## src/rtl/mem_access_unit.sv

```systemverilog
// MEM-stage load/store responder: turns byte-addressed RV32I accesses into a word-wide
// request/acknowledge transaction, with lane steering, load extension and fault detection.
module mem_access_unit #(
    parameter int unsigned ADDR_W  = 12,
    parameter int unsigned TIMEOUT = 255
) (
    input  logic              clk,
    input  logic              rst,
    input  logic              MemRead,
    input  logic              MemWrite,
    input  logic [2:0]        funct3,
    input  logic [31:0]       addr,
    input  logic [31:0]       wdata,
    output logic              stall,
    output logic [31:0]       rdata,
    output logic              load_valid,
    output logic              fault,
    output logic              timeout_err,
    output logic              mem_req,
    output logic              mem_we,
    output logic [ADDR_W-1:0] mem_addr,
    output logic [3:0]        mem_be,
    output logic [31:0]       mem_wdata,
    input  logic              mem_ack,
    input  logic [31:0]       mem_rdata
);

    typedef enum logic [1:0] {StIdle, StReq, StDone} state_e;

    localparam logic [7:0] LastCnt = 8'(TIMEOUT - 1);

    state_e            state_q, state_d;
    logic [7:0]        cnt_q, cnt_d;
    logic              we_q;
    logic [2:0]        f3_q;
    logic [1:0]        off_q;
    logic [ADDR_W-1:0] addr_q;
    logic [3:0]        be_q;
    logic [31:0]       wdata_q;
    logic [31:0]       rdata_q;
    logic              to_q;

    logic              req, is_wr, illegal, misalign;
    logic [3:0]        be_new;
    logic [31:0]       wd_new;
    logic [31:0]       ext;
    logic [7:0]        byte_sel;
    logic [15:0]       half_sel;
    logic              latch_en, finish, tmo_hit;
    logic              unused_addr;

    assign unused_addr = ^addr[31:ADDR_W+2];

    assign req   = MemRead | MemWrite;
    assign is_wr = MemWrite;  // both asserted is a write

    always_comb begin
        unique case (funct3)
            3'b000, 3'b001, 3'b010: illegal = 1'b0;
            3'b100, 3'b101:         illegal = is_wr;
            default:                illegal = 1'b1;
        endcase
        misalign = (funct3[1:0] == 2'b01 && addr[0]) ||
                   (funct3[1:0] == 2'b10 && addr[1:0] != 2'b00);
    end

    always_comb begin
        be_new = 4'b1111;
        wd_new = wdata;
        unique case (funct3[1:0])
            2'b00: begin
                be_new = 4'b0001 << addr[1:0];
                wd_new = {4{wdata[7:0]}};
            end
            2'b01: begin
                be_new = addr[1] ? 4'b1100 : 4'b0011;
                wd_new = {2{wdata[15:0]}};
            end
            default: ;
        endcase
        if (!is_wr) be_new = 4'b0000;
    end

    always_comb begin
        byte_sel = mem_rdata[8*off_q +: 8];
        half_sel = off_q[1] ? mem_rdata[31:16] : mem_rdata[15:0];
        unique case (f3_q)
            3'b000:  ext = {{24{byte_sel[7]}}, byte_sel};
            3'b001:  ext = {{16{half_sel[15]}}, half_sel};
            3'b100:  ext = {24'b0, byte_sel};
            3'b101:  ext = {16'b0, half_sel};
            default: ext = mem_rdata;
        endcase
    end

    always_comb begin
        state_d     = state_q;
        cnt_d       = cnt_q;
        stall       = 1'b0;
        fault       = 1'b0;
        load_valid  = 1'b0;
        timeout_err = 1'b0;
        latch_en    = 1'b0;
        finish      = 1'b0;
        tmo_hit     = 1'b0;
        unique case (state_q)
            StIdle: begin
                cnt_d = 8'd0;
                // Combinational outputs are gated so everything reads 0 while reset is held.
                if (req && rst) begin
                    if (illegal || misalign) begin
                        fault = 1'b1;
                    end else begin
                        stall    = 1'b1;
                        latch_en = 1'b1;
                        state_d  = StReq;
                    end
                end
            end
            StReq: begin
                stall = rst;
                cnt_d = cnt_q + 8'd1;
                if (mem_ack) begin
                    finish  = 1'b1;
                    state_d = StDone;
                end else if (cnt_q == LastCnt) begin
                    finish  = 1'b1;
                    tmo_hit = 1'b1;
                    state_d = StDone;
                end
            end
            StDone: begin
                load_valid  = ~we_q;
                timeout_err = to_q;
                state_d     = StIdle;
            end
            default: state_d = StIdle;
        endcase
    end

    always_ff @(posedge clk or negedge rst) begin
        if (!rst) begin
            state_q <= StIdle;
            cnt_q   <= 8'd0;
            we_q    <= 1'b0;
            f3_q    <= 3'b000;
            off_q   <= 2'b00;
            addr_q  <= '0;
            be_q    <= 4'b0000;
            wdata_q <= 32'd0;
            rdata_q <= 32'd0;
            to_q    <= 1'b0;
        end else begin
            state_q <= state_d;
            cnt_q   <= cnt_d;
            if (latch_en) begin
                we_q    <= is_wr;
                f3_q    <= funct3;
                off_q   <= addr[1:0];
                addr_q  <= addr[ADDR_W+1:2];
                be_q    <= be_new;
                wdata_q <= wd_new;
            end
            if (finish) begin
                to_q <= tmo_hit;
                if (!we_q) rdata_q <= tmo_hit ? 32'd0 : ext;
            end
        end
    end

    assign mem_req   = (state_q == StReq);
    assign mem_we    = we_q;
    assign mem_addr  = addr_q;
    assign mem_be    = be_q;
    assign mem_wdata = wdata_q;
    assign rdata     = rdata_q;

endmodule

```

## config.mk

```make
export PLATFORM = sky130hd
export DESIGN_NAME = mem_access_unit
export DESIGN_NICKNAME = d
export VERILOG_FILES = /design/src/rtl/mem_access_unit.sv
export SDC_FILE = /design/constraint.sdc
export NUM_CORES = 1
export LEC_CHECK = 0
export BUFFER_PORTS_ARGS = -buffer_cell sky130_fd_sc_hd__buf_2
export CAP_MARGIN = 20
export CORE_UTILIZATION = 49
export DETAILED_ROUTE_END_ITERATION = 6
export GPL_TIMING_DRIVEN = 0
export PLACE_DENSITY = 0.81
export SLEW_MARGIN = 5
export SYNTH_ARGS = -nofsm -noshare
export SYNTH_HDL_FRONTEND = slang
export SYNTH_SLANG_ARGS = --single-unit
```

## constraint.sdc

```tcl
create_clock -name clk -period 2.44 [get_ports clk]
set_input_delay 0.122 -clock clk [delete_from_list [all_inputs] [get_ports clk]]
set_output_delay 0.122 -clock clk [all_outputs]
set_load 0.1 [all_outputs]
```

# Word level (Yosys, flattened, before mapping)
# Cells that the tools add are included.
[word_totals]
reg_bits = 97
latch_bits = 0
ramBits = 0
mem_bits_ro = 0
in_bits = 104
out_inout_bits = 86
word_cells = 73
memories = 0
[classes]
addsub = 1
n_mul = 0
div_mod_pow = 0
order_cmp = 0
n_eq_ne = 15
shifts = 2
mux = 28
n_bitwise = 2
n_reduce_logical = 15
[op_table]
columns = ["cell", "count"]
rows = [
  ["$pmux 32 s4", 1],
  ["$pmux 32 s2", 1],
  ["$mux 32", 1],
  ["$shiftx 32x6->8", 1],
  ["$mux 16", 1],
  ["$pmux 8 s2", 1],
  ["$mux 1", 13],
  ["$eq 3x3->1 const B", 4],
  ["$add 8x1->8 const B", 1],
  ["$eq 8x8->1 const B", 1],
  ["$mux 2", 4],
  ["$mux 4", 2],
  ["$pmux 4 s2", 1],
  ["$eq 3x1->1 const B", 2],
  ["$logic_not 3->1", 2],
  ["$eq 2x1->1 const B", 2],
  ["$eq 2x2->1 const B", 2],
  ["$logic_not 2->1", 2],
  ["$ne 2x2->1 const B", 2],
  ["$pmux 1 s2", 2],
  ["$pmux 2 s2", 1],
  ["$reduce_bool 2->1", 2],
  ["$shl 1x2->4 const A", 1],
  ["$eq 3x2->1 const B", 1],
  ["other kinds (9)", 12],
]

# Logic depth before layout (Yosys ltp)
[depth]
ltp_word = 7
depth_mapped = 8
depth_no_buf = 6

# Least setup slack after synthesis
# OpenSTA, ideal clock, no wires.
[synth_path]
kind = "register to output"
start = "register we_q (netlist: mem_we)"
end = "output port load_valid"
arrival_time_ns = 3.132
required_time_ns = 2.318
slack_ns = -0.814
path_stages_with_launch = 2
n_path_buf = 0
path_cell_list = "dfrtp_1 > nor3b_1"
[synth_via]
elab_chain_len = 2
[synth_rtl]
columns = ["element", "line_no", "text"]
rows = [
  ["from (decl)", "34", "logic we_q;"],
  ["from (signal assigned)", "157", "we_q <= is_wr;"],
  ["$not 1->1 (no source line)", "n/a", ""],
  ["$mux 1", "106", "unique case (state_q)"],
  ["to (decl)", "16", "output logic load_valid,"],
]
# Every way passes these cells.

# Worst setup path after layout
[layout_path]
start = "register state_q[0]"
end = "output port stall"
[layout_via]
elab_chain_len = 2
elab_cells_between_ends = 3
classes_between = "1 x eq/ne; 1 x mux; 1 x reduce/logical"
[layout_rtl]
columns = ["element", "line_no", "text"]
rows = [
  ["from (decl)", "32", "state_e state_q, state_d;"],
  ["from (signal assigned)", "143", "state_q <= StIdle;"],
  ["from (signal assigned)", "154", "state_q <= state_d;"],
  ["$eq 2x1->1 / $logic_not 2->1 (equally long branches)", "106", ""],
  ["$pmux 1 s2 *", "106", ""],
  ["to (decl)", "14", "output logic stall,"],
]
# Mark *: on every way between the ends. The rest lies on a longest branch, timed or not.

==> impl_metrics.ini <==
[run_status]
outcome = completed

[final_layout]
drive_gt1_frac = 0.393
num-nets-final = 730
layoutNonFillerInstCount = 758
fin_area_sq_um = 6100
syn_to_final_growth_pct = 30.3
fillers = 738
final_util = 0.661
n_antenna_cell = 0

[sta]
tightest_slew_ns = 0.766
fin_crit_sh = 0.940
skew_ns = 0.0126
layout_min_cycle_time_ns = 2.29
slew_headroom = 0.489
drv_slew = 0
fmax_mhz = 436
setup_viol = 0
hold_ws_ns = 0.0156
final-hold-violation-count = 0
rsz0062_at_grt = no

[die]
fp.dieW_um = 99.8
io_pins = 190
die-area_sq_um = 9950
core_sq_um = 9240
die_h_um = 99.8
row_count = 35
initial_utilization = 0.507

[clocking]
cts-root-buf = clkbuf_8
cts_sinks = 97
worstSkewPairLatency_ns = 0.37
clock_path_buffers = 2
cts_buffers = 9
h-tree-depth = 3
clk_pin_slew_ns = 0.11
cts_tree = yes
cts_setup_buffers = 0

[critical_path]
cpPeakStageDelay_ns = 0.48
reg2reg_to = rdata[20]$_DFFE_PN0P_
r2r_slack_ns = 0.51
timing.rr.start = cnt_q[0]$_DFFE_PN0P_
critPathSlowestCell = dfrtp_1
ff2ff_path_depth = 8
crit_fanout = 10
crit_type = reg -> out
crit_arrival_ns = 2.17
cp_num_buf_inv = 3
required_ns = 2.32
crit_chain = nor2_2 -> o2111ai_1 -> buf_2 -> buf_2 -> nand2_1 -> buf_4
cp-end-kind = primary output
start_kind = flip-flop
crit_family = buffers and inverters
critPathMostFrequentCell = buf_2

[drt]
ant_nets = 0
wl_per_cell_um = 17.1
vias = 4153
drc = 0
vias_per_cell = 5.48
routed_wl_um = 13000
dr.pass1.iters = 5
drt-initial-drc-count = 163

[grt]
grt_pass1_wl_um = 20800
track_usage = 0.272
grt_max_degree = 55
overflow = 0
grt_pass1_vias = 4210
antenna_found_initial = 0

[yosys]
synth_cell_types = 44
yosysSeqAreaShare = 0.518
syn_area_sq_um = 4680
avgSynthCellArea_sq_um = 11.0
synthSimpleGateAreaFrac = 0.113
synth_xor_area_frac = 0.00374
synth_compound_area_frac = 0.182
synth_flop_cell = dfrtp_1
synth_top_area_frac = 0.518
yosys-top-cells-count = dfrtp_1 (97), nand2_1 (53), o21ai_0 (39), mux2_2 (26), nor2_1 (25)
post-synth-top-area-cell = dfrtp_1
synth_area_leaders = dfrtp_1 (52%), mux2_2 (6.3%), mux2i_1 (5.1%), nand2_1 (4.2%), o21ai_0 (4.2%)
syn_inst = 426
synth_edf_count = 0
post_synth_fa_ha_maj_area_fraction = 0.00534
synth_top_family_by_area = compound AO/OA/AOI/OAI gates
syn-num-nets = 532
synth_seq_cells = 97
synth_mux_area_frac = 0.146
async_flop_share = 1.00
yosysWarnings = 0
yosysMostFrequentCell = dfrtp_1

[placement]
hpwl_um = 9490
place_inst = 727
place_area_sq_um = 5740
port_buffers = 171
globalplace.congestion = 0.842

[power_and_ir_drop]
p_per_area_nw_per_um2 = 1480
finalPower_w = 0.00905
p_leak_nw = 3.14
ir_drop_mv = 1.12

[job]
cap_violations = 0

[hold_path]
hold_depth = 3
min_path_type = in -> reg
whs_endpoint = rdata[3]$_DFFE_PN0P_
min_from = mem_rdata[3]
[layout make-up]
type                            count  area [sq um]  share of cell area
Tap cell                          129           161              0.0264
Inverter                            4          15.0             0.00246
Multi-Input combinational cell    297          2110               0.346
Clock inverter                      5          43.8             0.00718
Timing Repair Buffer              187          1060               0.173
Buffer                             28           135              0.0221
Sequential cell                    97          2430               0.398
Clock buffer                       11           151              0.0248
[through the flow]
step | TNS, ns | worst slack, ns
global route | 0 | 0.00259
finish | 0 | 0.147
floorplan | 0 | 0.192
detailed placement | 0 | 0.0865
CTS | 0 | 0.0259
global placement | -43.20 | -1.10
[how the worst max path moves through the flow]
stage	cells past startpoint	to	from
after floorplan	1	load_valid	mem_we$_DFFE_PN0P_
after global placement	6	stall	rst
after detailed placement	7	stall	rst
after CTS	6	stall	state_q[0]$_DFFE_PN0P_
after global routing	8	stall	rst
final	6	stall	state_q[0]$_DFFE_PN0P_
[cells by family (layout without fill, tap and decap cells)]
kind of cell / Yosys count / in the layout
adder cells (fa/ha/maj): 2 / 2
flip-flops: 97 / 97
buffers and inverters: 32 / 235
XOR/XNOR: 2 / 2
multiplexers: 60 / 60
AO/OA/AOI/OAI: 120 / 120
AND/OR/NAND/NOR: 113 / 113
[flip-flops by register name, summed over array words and instances, names as in the netlist]
register,flops
mem_be,4
rdata,32
state_q,2
cnt_q,8
to_q,1
f3_q,3
mem_wdata,32
mem_addr,12
mem_we,1
off_q,2
[worst register-to-register path: stages, from the launching register on]
cell	delay (ns)
dfrtp_1	0.43
inv_1	0.08
ha_1	0.15
and3_1	0.16
a21oi_1	0.09
or3_1	0.30
clkbuf_1	0.15
buf_2	0.21
a22o_1	0.25
[power by group]
group          internal, W  switching (W)  leakage, nW  total (W)
combinational      0.00100        0.00455         1.82    0.00555
clock             0.000447       0.000619        0.102    0.00107
sequential         0.00212       0.000311         1.23    0.00243
[cells in the final DEF, fill, tap and decap left out, types with 3 or more instances in the layout]
master         instances
o2bb2ai_1              7
mux2_4                10
nand2b_1              10
a21oi_1               14
a32o_1                 8
a21o_1                17
dlygate4sd3_1         14
mux2i_1               24
a22o_1                20
dfrtp_1               97
nor3_1                 3
clkbuf_8              11
inv_1                  4
mux2_2                26
nor2_1                24
nand2_1               53
o21ai_0               39
nor2b_1                3
clkbuf_1              14
buf_2                181
o221ai_1               7
inv_6                  5
[timing repair]
action | CTS | global route
resized for setup | 1 | 1
hold buffers | 15 | 0
setup endpoints to repair | 1 | 1
hold endpoints to repair | 59 | 0
[per-layer routing]
| layer | vias to the layer above | wire [um] | GRT usage |
|---|---|---|---|
| li1 | 1940 | - | - |
| met1 | 2008 | 5420 | 0.332 |
| met2 | 189 | 6330 | 0.458 |
| met3 | 16 | 1070 | 0.0892 |
| met4 | 0 | 178 | 0.0792 |
| met5 | - | 0 | 0 |
No activity file was read; power rests on OpenSTA's default activity.
